### src/rtl/cu_ifetch_seq_if.sv
// Handshake and result bundle between the control unit, memory and the
// instruction-fetch sequencer. The slave side is the sequencer itself.
interface cu_ifetch_seq_if #(
    parameter int IW  = 32,
    parameter int CUL = 36
);
    logic            start;
    logic            flush;
    logic            mem_ready;
    logic [IW-1:0]   mem_data;
    logic [IW-1:0]   IR;
    logic            ir_valid;
    logic            busy;
    logic            fault;
    logic [3:0]      NS;
    logic [2:0]      k_sel;
    logic [CUL:0]    controlWord;

    modport slave (
        input  start,
        input  flush,
        input  mem_ready,
        input  mem_data,
        output IR,
        output ir_valid,
        output busy,
        output fault,
        output NS,
        output k_sel,
        output controlWord
    );

    modport master (
        output start,
        output flush,
        output mem_ready,
        output mem_data,
        input  IR,
        input  ir_valid,
        input  busy,
        input  fault,
        input  NS,
        input  k_sel,
        input  controlWord
    );
endinterface

### src/rtl/cu_ifetch_seq.sv
// Multi-cycle instruction-fetch sequencer. Issues a fetch, waits on the
// memory ready handshake with a bounded wait count, latches the instruction
// and hands off to decode. A timeout parks the sequencer in a sticky fault
// state; flush aborts any fetch. Every output is a register so the control
// word, NS and busy drop to zero the instant reset asserts.
module cu_ifetch_seq #(
    parameter int CUL      = 36,
    parameter int IW       = 32,
    parameter int WAIT_MAX = 8,
    parameter int CNT_W    = 4
) (
    input  logic           clk,
    input  logic           reset_n,
    cu_ifetch_seq_if.slave bus
);

    typedef enum logic [2:0] {
        ST_IDLE  = 3'd0,
        ST_REQ   = 3'd1,
        ST_WAIT  = 3'd2,
        ST_LOAD  = 3'd3,
        ST_DONE  = 3'd4,
        ST_FAULT = 3'd5
    } state_t;

    // A zero WAIT_MAX means wait forever for memory.
    localparam bit                 TIMEOUT_EN = (WAIT_MAX != 0);
    localparam logic [CNT_W-1:0]   WAIT_LAST  = CNT_W'((WAIT_MAX > 0) ? (WAIT_MAX - 1) : 0);

    // Moore decode of the datapath control word. The 36 defined field bits
    // sit at [35:0] with PC_FS in the two LSBs; everything above is zero.
    function automatic logic [CUL:0] cw_of(input state_t st);
        logic [1:0] mem_cs;
        logic [1:0] size;
        logic [1:0] data_tri_sel;
        logic [1:0] pc_fs;
        logic       add_tri_sel;
        logic       ir_load;
        mem_cs       = 2'b00;
        size         = 2'b00;
        data_tri_sel = 2'b00;
        pc_fs        = 2'b00;
        add_tri_sel  = 1'b0;
        ir_load      = 1'b0;
        case (st)
            ST_REQ, ST_WAIT: begin
                mem_cs       = 2'b10;
                size         = 2'b11;
                add_tri_sel  = 1'b1;
                data_tri_sel = 2'b11;
            end
            ST_LOAD: begin
                mem_cs       = 2'b10;
                size         = 2'b11;
                add_tri_sel  = 1'b1;
                data_tri_sel = 2'b11;
                ir_load      = 1'b1;
            end
            ST_DONE: begin
                pc_fs        = 2'b01;
            end
            default: begin
                pc_fs        = 2'b00;
            end
        endcase
        return {{(CUL-35){1'b0}},
                5'b00000, 5'b00000, 5'b00000, 5'b00000,  // FS, SA, SB, DA
                1'b0, 1'b0,                              // w_reg, C0
                mem_cs,
                1'b0, 1'b0,                              // B_Sel, mem_write_en
                ir_load,
                1'b0,                                    // status_load
                size,
                add_tri_sel,
                data_tri_sel,
                1'b0,                                    // PC_sel
                pc_fs};
    endfunction

    state_t             state_r;
    state_t             state_nx_s;
    logic [CNT_W-1:0]   cnt_r;
    logic [CNT_W-1:0]   cnt_nx_s;
    logic [IW-1:0]      hold_r;
    logic [IW-1:0]      hold_nx_s;
    logic [IW-1:0]      ir_r;
    logic [IW-1:0]      ir_nx_s;
    logic               ir_valid_r;
    logic               ir_valid_nx_s;
    logic               fault_r;
    logic               fault_nx_s;
    logic [CUL:0]       cw_r;
    logic [3:0]         ns_r;
    logic               busy_r;

    // Next-state and datapath-register update rules; flush overrides all.
    always_comb begin
        state_nx_s    = state_r;
        cnt_nx_s      = cnt_r;
        hold_nx_s     = hold_r;
        ir_nx_s       = ir_r;
        ir_valid_nx_s = ir_valid_r;
        fault_nx_s    = fault_r;
        if (bus.flush) begin
            state_nx_s    = ST_IDLE;
            cnt_nx_s      = '0;
            ir_valid_nx_s = 1'b0;
            fault_nx_s    = 1'b0;
        end else begin
            case (state_r)
                ST_IDLE: begin
                    if (bus.start) begin
                        state_nx_s    = ST_REQ;
                        ir_valid_nx_s = 1'b0;
                        cnt_nx_s      = '0;
                    end else begin
                        state_nx_s    = ST_IDLE;
                    end
                end
                ST_REQ: begin
                    if (bus.mem_ready) begin
                        hold_nx_s  = bus.mem_data;
                        state_nx_s = ST_LOAD;
                    end else begin
                        cnt_nx_s   = '0;
                        state_nx_s = ST_WAIT;
                    end
                end
                ST_WAIT: begin
                    if (bus.mem_ready) begin
                        hold_nx_s  = bus.mem_data;
                        state_nx_s = ST_LOAD;
                    end else if (TIMEOUT_EN && (cnt_r == WAIT_LAST)) begin
                        state_nx_s = ST_FAULT;
                        fault_nx_s = 1'b1;
                    end else begin
                        cnt_nx_s   = cnt_r + CNT_W'(1);
                    end
                end
                ST_LOAD: begin
                    ir_nx_s       = hold_r;
                    ir_valid_nx_s = 1'b1;
                    state_nx_s    = ST_DONE;
                end
                ST_DONE: begin
                    state_nx_s = ST_IDLE;
                end
                ST_FAULT: begin
                    state_nx_s = ST_FAULT;
                    fault_nx_s = 1'b1;
                end
                default: begin
                    state_nx_s = ST_IDLE;
                end
            endcase
        end
    end

    // State, datapath registers and outputs pre-decoded from the next state.
    always_ff @(posedge clk or negedge reset_n) begin
        if (!reset_n) begin
            state_r    <= ST_IDLE;
            cnt_r      <= '0;
            hold_r     <= '0;
            ir_r       <= '0;
            ir_valid_r <= 1'b0;
            fault_r    <= 1'b0;
            cw_r       <= '0;
            ns_r       <= 4'b0000;
            busy_r     <= 1'b0;
        end else begin
            state_r    <= state_nx_s;
            cnt_r      <= cnt_nx_s;
            hold_r     <= hold_nx_s;
            ir_r       <= ir_nx_s;
            ir_valid_r <= ir_valid_nx_s;
            fault_r    <= fault_nx_s;
            cw_r       <= cw_of(state_nx_s);
            ns_r       <= (state_nx_s == ST_DONE) ? 4'b0001 : 4'b0000;
            busy_r     <= (state_nx_s != ST_IDLE) && (state_nx_s != ST_FAULT);
        end
    end

    assign bus.IR          = ir_r;
    assign bus.ir_valid    = ir_valid_r;
    assign bus.fault       = fault_r;
    assign bus.controlWord = cw_r;
    assign bus.NS          = ns_r;
    assign bus.busy        = busy_r;
    assign bus.k_sel       = 3'b000;

endmodule

### src/flat_wrapper.sv
// flat-port wrapper written by rule: the top's interface ports become plain ports
module cu_ifetch_seq_flat 
#(
    parameter int CUL      = 36,
    parameter int IW       = 32,
    parameter int WAIT_MAX = 8,
    parameter int CNT_W    = 4
)
  (clk, reset_n, bus_start, bus_flush, bus_mem_ready, bus_mem_data, bus_IR, bus_ir_valid, bus_busy, bus_fault, bus_NS, bus_k_sel, bus_controlWord);
  cu_ifetch_seq_if #(.IW(IW), .CUL(CUL)) bus_i ();
  input  logic clk;
  input  logic reset_n;
  input wire logic [$bits(bus_i.start)-1:0] bus_start;
  input wire logic [$bits(bus_i.flush)-1:0] bus_flush;
  input wire logic [$bits(bus_i.mem_ready)-1:0] bus_mem_ready;
  input wire logic [$bits(bus_i.mem_data)-1:0] bus_mem_data;
  output wire logic [$bits(bus_i.IR)-1:0] bus_IR;
  output wire logic [$bits(bus_i.ir_valid)-1:0] bus_ir_valid;
  output wire logic [$bits(bus_i.busy)-1:0] bus_busy;
  output wire logic [$bits(bus_i.fault)-1:0] bus_fault;
  output wire logic [$bits(bus_i.NS)-1:0] bus_NS;
  output wire logic [$bits(bus_i.k_sel)-1:0] bus_k_sel;
  output wire logic [$bits(bus_i.controlWord)-1:0] bus_controlWord;
  assign bus_i.start = bus_start;
  assign bus_i.flush = bus_flush;
  assign bus_i.mem_ready = bus_mem_ready;
  assign bus_i.mem_data = bus_mem_data;
  assign bus_IR = bus_i.IR;
  assign bus_ir_valid = bus_i.ir_valid;
  assign bus_busy = bus_i.busy;
  assign bus_fault = bus_i.fault;
  assign bus_NS = bus_i.NS;
  assign bus_k_sel = bus_i.k_sel;
  assign bus_controlWord = bus_i.controlWord;
  cu_ifetch_seq #(.CUL(CUL), .IW(IW), .WAIT_MAX(WAIT_MAX), .CNT_W(CNT_W)) u_core (.clk(clk), .reset_n(reset_n), .bus(bus_i));
endmodule
### config.mk
export PLATFORM = sky130hd
export DESIGN_NAME = cu_ifetch_seq_flat
export DESIGN_NICKNAME = d
export VERILOG_FILES = /design/src/rtl/cu_ifetch_seq_if.sv /design/src/rtl/cu_ifetch_seq.sv /design/src/flat_wrapper.sv
export SDC_FILE = /design/constraint.sdc
export NUM_CORES = 1
export LEC_CHECK = 0
export BUFFER_PORTS_ARGS = -buffer_cell sky130_fd_sc_hd__buf_2
export CAP_MARGIN = 20
export CORE_AREA = 2 2 119 92
export DETAILED_ROUTE_END_ITERATION = 16
export DIE_AREA = 0 0 121 94
export HOLD_SLACK_MARGIN = 0.05
export PLACE_DENSITY = 0.57
export SLEW_MARGIN = 25
export SYNTH_ARGS = -nofsm -noshare
export SYNTH_HDL_FRONTEND = slang
export SYNTH_SLANG_ARGS = --single-unit
### constraint.sdc
create_clock -name clk -period 2.1 [get_ports clk]
set_clock_uncertainty 0.15 [all_clocks]
set_input_delay 0.315 -clock clk [delete_from_list [all_inputs] [get_ports clk]]
set_output_delay 0.315 -clock clk [all_outputs]
set_load 0.005 [all_outputs]
==> results of run 1 <==
==> worst max-delay path by stage <==
stage	from	endpoint	slack, ns	cells past startpoint
detailed placement	u_core.state_r[0]$_DFF_PN0_	u_core.cnt_r[3]$_DFFE_PN0P_	0.31	5
CTS	u_core.state_r[0]$_DFF_PN0_	u_core.cnt_r[3]$_DFFE_PN0P_	0.32	5
global placement	u_core.state_r[0]$_DFF_PN0_	u_core.cnt_r[3]$_DFFE_PN0P_	0.36	5
floorplan	u_core.state_r[0]$_DFF_PN0_	u_core.hold_r[10]$_DFFE_PN0P_	0.51	5
finish	u_core.state_r[0]$_DFF_PN0_	u_core.cnt_r[3]$_DFFE_PN0P_	0.31	5
global route	u_core.state_r[2]$_DFF_PN0_	u_core.hold_r[31]$_DFFE_PN0P_	0.23	4
==> sequential cells by signal, summed over array words and instances, names as in the netlist <==
| name | count |
|---|---|
| u_core.state_r | 3 |
| u_core.bus.ir_valid | 1 |
| u_core.cnt_r | 4 |
| u_core.bus.IR | 32 |
| u_core.bus.controlWord | 3 |
| u_core.hold_r | 32 |
| u_core.bus.fault | 1 |
| u_core.bus.busy | 1 |
==> cell type report <==
class,count,share of cell area
flip-flops and latches,77,0.454
repair buffers,92,0.121
clock inverters,4,0.0171
well taps,136,0.0401
clock buffers,12,0.0557
multi-input cells,150,0.308
inverters,4,0.00354
==> layer usage <==
layer / vias up / share of wire
li1: 951 / -
met4: 0 / 0.016
met5: - / 0
met1: 989 / 0.44
met2: 74 / 0.47
met3: 12 / 0.070
==> per-stage QoR <==
step / worst slack [ns] / utilization
floorplan: 0.506 / -
global placement: 0.362 / 0.385
detailed placement: 0.310 / 0.385
CTS: 0.323 / 0.417
global route: 0.232 / 0.419
finish: 0.309 / 0.419
==> cells in the final DEF (no fill, tap or decap), types with 2 or more instances in the layout <==
master | synthesis | routed
nand3_2 | 2 | 2
inv_1 | 4 | 4
buf_2 | 4 | 79
a31oi_1 | 3 | 3
conb_1 | 1 | 35
nand3b_1 | 3 | 3
mux2_2 | 35 | 35
nand3_1 | 5 | 5
o21ai_0 | 3 | 3
dfrtp_1 | 77 | 77
buf_4 | 42 | 8
mux2_4 | 29 | 29
bufinv_16 | 0 | 2
a21oi_1 | 5 | 5
clkbuf_1 | 0 | 3
clkbuf_16 | 0 | 9
nand2_1 | 5 | 5
nand2b_1 | 4 | 4
dlygate4sd3_1 | 0 | 4
nor2_1 | 4 | 4
==> synth_stat cells (all sizes together) <==
master  count
nand2       5
a21boi      1
a21oi       5
o32a        1
nand3       7
conb        1
inv         4
a311oi      1
buf        51
ha          1
dfrtp      77
nor2        5
nand3b      3
o21ai       3
and2        1
xor2        2
or3         1
nor4b       1
nor3b       2
a41oi       1
mux2       64
a211oi      1
nor4bb      1
nand2b      4
and3        1
a31oi       3
mux2i       1
==> critical path, cell delays in order, from the launching register on <==
cell	delay, ns
dfrtp_1	0.40
buf_4	0.18
nor3b_2	0.32
and3_4	0.26
a41oi_1	0.12
a311oi_1	0.26
==> logic make-up after synthesis <==
family / Yosys count
flops: 77
simple gates: 31
buf+inv: 55
xor+xnor: 2
fa+ha+maj: 1
other cells: 1
mux: 65
compound gates: 16
==> report_power, final <==
| part | switching [uW] | internal, uW | total, uW |
|---|---|---|---|
| combinational | 394 | 792 | 1190 |
| sequential | 280 | 2030 | 2310 |
| clock | 578 | 1040 | 1620 |
==> results.md, run 1 <==
* Status: completed
* RR Endpoint: u_core.cnt_r[3]$_DFFE_PN0P_
* Setup_tns at 0 ns
* Reg area at 1930 um^2
* Post-route DRC at 0
* Post-Syn Area at 3520 um^2
* Distinct cells, synth at 34
* GR peak layer: met2
* Pwr/cell area at 1200 nW/um^2
* Initial antenna violation count at 0
* Post-Synthesis Cells at 248
* Compound-Gate Fraction of Synth Area at 0.0302
* Post-Synth XOR/XNOR Area at 0.00712
* Fill cells at 955
* Post-CTS resize count at 0
* Final Cell Area at 4250 um^2
* Routed via count at 2026
* Hold/Removal Path Class: input pin to register
* Area post-placement at 3900 um^2
* Pre-Repair DR Iteration Count at 5
* Die span in y at 94 um
* Met1 Track Usage GR at 0.160
* Final Max Slew Viols at 0
* PortBufs at 80
* Die Width at 121 um
* Critical Path End Type: register
* Main combinational cell family by area after synthesis: multiplexers
* Final Wtd Congestion at 0.788
* Share of cells above drive strength 1 at 0.507
* Synth area leaders: dfrtp_1 (55%), mux2_4 (12%), mux2_2 (11%)
* I/O pin count at 116
* Total core area at 10100 um^2
* Worst VDD drop at 0.000665 V
* Clk sinks at 77
* RSZ-0062 raised after global routing: false
* Max cap viols at 0
* Final Setup Violations at 0
* R2r setup slk at 0.31 ns
* Post-synthesis adder-cell area fraction at 0.00356
* Initial DRC count at 107
* Pleak at 0.00224 uW
* Worst Path Required at 2.18 ns
* Ant. Diodes at 0
* Critical hold path startpoint: bus_mem_data[0]
* Post-synthesis simple-gate area fraction at 0.0555
* Clk root buf: clkbuf_16
* Starting Density at 0.347
* Largest area contributor in the netlist: dfrtp_1
* CP Launch Type: register
* R2R Path Start: u_core.state_r[0]$_DFF_PN0_
* Drt via density at 4.27
* Worst Reg2Reg Path Length in Cells at 5
* Worst-Skew Late Latency at 0.33 ns
* CTS tree: built
* Row Count at 32
* Worst Path Arrival at 1.87 ns
* Detailed-placement wirelength estimate at 4420 um
* Syn Area/Cell at 14.2 um^2
* Met2 Use GR at 0.184
* Final non-filler cell total at 475
* Hold Buf Count CTS at 2
* Post-route ant nets at 0
* Vias in the first global route at 2094
* Final hold viol count at 0
* First-pass GRT wire length at 10500 um
* Crit path kind: register to register
* Total Nets Final at 372
* Wire length per cell at 13.5 um
* Synth warn at 0
* Post-CTS setup buffer count at 0
* Hold Worst Slack at 0.0647 ns
* Clock Path Buffers at 2
* Total CTS buffers at 9
* Die footprint at 11400 um^2
* Flops & latches, synth at 77
* DRT Wirelength at 6390 um
* Hold Path Cell Cnt at 2
* Grt met3 use at 0.0473
* Gr usage total at 0.122
* Post-synthesis mux area share at 0.239
* Clock transition at path regs at 0.06 ns
* Synth-to-layout area growth at 20.8%
* Fmax at 0.558 GHz
* Final Critical Period at 1.79 ns
* Post-synth top area share at 0.548
* Total power at 5120 uW
* Worst Hold Path EP: u_core.hold_r[0]$_DFFE_PN0P_
* Crit-path max FO at 11
* Crit share post-route at 0.853
* Area of the multi-input gates at 1310 um^2
* Htree depth at 3
* Pin count of the biggest net entering global routing at 40
* Dpl cells at 455
* Overflow after GRT at 0
* Register area share after synthesis at 0.548
Note: power is estimated with default switching activity, not from simulation.
==> run 2: changes to the inputs <==
--- a/config.mk
+++ b/config.mk
@@ -8,6 +8,7 @@
 export BUFFER_PORTS_ARGS = -buffer_cell sky130_fd_sc_hd__buf_2
 export CAP_MARGIN = 20
 export CORE_AREA = 2 2 119 92
+export CTS_BUF_LIST = sky130_fd_sc_hd__clkbuf_2
 export DETAILED_ROUTE_END_ITERATION = 16
 export DIE_AREA = 0 0 121 94
 export HOLD_SLACK_MARGIN = 0.05
==> results.md, run 2 (synthesis results as in run 1) <==
* Vias in the first global route at 2206 (was 2094)
* CTS tree: built (unchanged)
* Pwr/cell area at 1010 nW/um^2 (was 1200 nW/um^2)
* Area of the multi-input gates at 1310 um^2 (unchanged)
* Clock Path Buffers at 2 (unchanged)
* Share of cells above drive strength 1 at 0.470 (was 0.507)
* Crit share post-route at 0.868 (was 0.853)
* R2R Path Start: u_core.state_r[0]$_DFF_PN0_ (unchanged)
* Final Wtd Congestion at 0.788 (unchanged)
* Final Setup Violations at 0 (unchanged)
* Ant. Diodes at 0 (unchanged)
* Overflow after GRT at 0 (unchanged)
* Worst VDD drop at 0.000598 V (was 0.000665 V)
* Post-route ant nets at 0 (unchanged)
* CP Launch Type: register (unchanged)
* RSZ-0062 raised after global routing: false (unchanged)
* I/O pin count at 116 (unchanged)
* Synth-to-layout area growth at 25.2% (was 20.8%)
* Pin count of the biggest net entering global routing at 40 (unchanged)
* RR Endpoint: u_core.cnt_r[3]$_DFFE_PN0P_ (unchanged)
* Worst Reg2Reg Path Length in Cells at 5 (unchanged)
* Final hold viol count at 0 (unchanged)
* Total CTS buffers at 9 (unchanged)
* Routed via count at 2117 (was 2026)
* Htree depth at 3 (unchanged)
* Initial antenna violation count at 0 (unchanged)
* Crit path to: u_core.cnt_r[3]$_DFFE_PN0P_ (unchanged)
* Die span in y at 94 um (unchanged)
* R2r setup slk at 0.28 ns (was 0.31 ns)
* Status: completed (unchanged)
* Drt via density at 4.17 (was 4.27)
* Worst-Skew Late Latency at 0.52 ns (was 0.33 ns)
* Final non-filler cell total at 508 (was 475)
* Hold/Removal Path Class: input pin to async pin (was input pin to register)
* Fill cells at 955 (unchanged)
* Hold Buf Count CTS at 37 (was 2)
* Initial DRC count at 116 (was 107)
* PortBufs at 80 (unchanged)
* Post-CTS setup buffer count at 0 (unchanged)
* DRT Wirelength at 6600 um (was 6390 um)
* Total Nets Final at 405 (was 372)
* Gr usage total at 0.127 (was 0.122)
* Detailed-placement wirelength estimate at 4420 um (unchanged)
* Dpl cells at 455 (unchanged)
* Crit path kind: register to register (unchanged)
* Clk root buf: clkbuf_2 (was clkbuf_16)
* Worst Path Arrival at 2.12 ns (was 1.87 ns)
* Post-route DRC at 0 (unchanged)
* Final worst slack at 0.277 ns (was 0.309 ns)
* Pleak at 0.00231 uW (was 0.00224 uW)
* Setup_tns at 0 ns (unchanged)
* Critical Path End Type: register (unchanged)
* Starting Density at 0.347 (unchanged)
* Worst Path Required at 2.39 ns (was 2.18 ns)
* Max cap viols at 0 (unchanged)
* Final Critical Period at 1.82 ns (was 1.79 ns)
* Die Width at 121 um (unchanged)
* Most frequent cells in the layout: buf_2 (79), dfrtp_1 (77), dlygate4sd3_1 (37) (was buf_2 (79), dfrtp_1 (77), mux2_2 (35), conb_1 (35), mux2_4 (29))
* Crit-path max FO at 11 (unchanged)
* Clk sinks at 77 (unchanged)
* First-pass GRT wire length at 10900 um (was 10500 um)
* Post-CTS resize count at 0 (unchanged)
* Pre-Repair DR Iteration Count at 4 (was 5)
* Fmax at 0.549 GHz (was 0.558 GHz)
* Final Max Slew Viols at 0 (unchanged)
* Total core area at 10100 um^2 (unchanged)
* Row Count at 32 (unchanged)
* Clock transition at path regs at 0.20 ns (was 0.06 ns)
* Wire length per cell at 13.0 um (was 13.5 um)
* Setup WS pre-CTS at 0.310 ns (unchanged)
* Die footprint at 11400 um^2 (unchanged)
* Most common cell after layout, fill and taps aside: buf_2 (unchanged)
* Reg area at 1930 um^2 (unchanged)
* Critical Path Source: u_core.state_r[0]$_DFF_PN0_ (unchanged)
==> run 2: power by group <==
group / switching [uW] / internal, uW
combinational: 401 / 832
clock: 507 / 407
sequential: 277 / 2020
total: 1180 / 3260
==> run 2: worst min-delay path by stage <==
stage,start,to,depth (start not counted)
finish,reset_n,u_core.hold_r[21]$_DFFE_PN0P_,3
CTS,reset_n,u_core.hold_r[24]$_DFFE_PN0P_,3
detailed placement,reset_n,u_core.hold_r[20]$_DFFE_PN0P_,1
floorplan,reset_n,u_core.bus.IR[0]$_DFFE_PN0P_,0
global placement,reset_n,u_core.bus.busy$_DFF_PN0_,1
global route,reset_n,u_core.hold_r[21]$_DFFE_PN0P_,3
==> run 2: cell type report <==
class,count,area share
clock inverter,4,0.0165
multi-input combinational,150,0.298
timing repair buffer,125,0.192
inverter,4,0.00341
sequential,77,0.438
tap,136,0.0387
clock buffer,12,0.0136
==> run 2: metrics by stage <==
stage / hold slack, ns / power [uW] / instance area [um^2] / util
after global placement: 0.00115 / 3480 / 3900 / 0.385
final: 0.135 / 4440 / 4400 / 0.434
after global routing: 0.0926 / 4770 / 4400 / 0.434
after CTS: 0.0864 / 4530 / 4400 / 0.434
after floorplan: -0.131 / 3140 / 3640 / -
after detailed placement: 0.0000869 / 3530 / 3900 / 0.385
==> run 2: metal layers <==
metal	part of all wire	up-vias	GRT usage	wire length [um]
met5	0	-	0	0
met1	0.45	1018	0.164	2940
met3	0.063	13	0.0467	416
met4	0.018	0	0.0543	118
li1	-	1017	-	-
met2	0.47	69	0.193	3120
==> run 2: worst max-delay path, stage by stage (launching register included) <==
cell and delay, ns:
dfrtp_1 0.45, buf_4 0.19, nor3b_2 0.32, and3_4 0.26, a41oi_1 0.12, a311oi_1 0.26
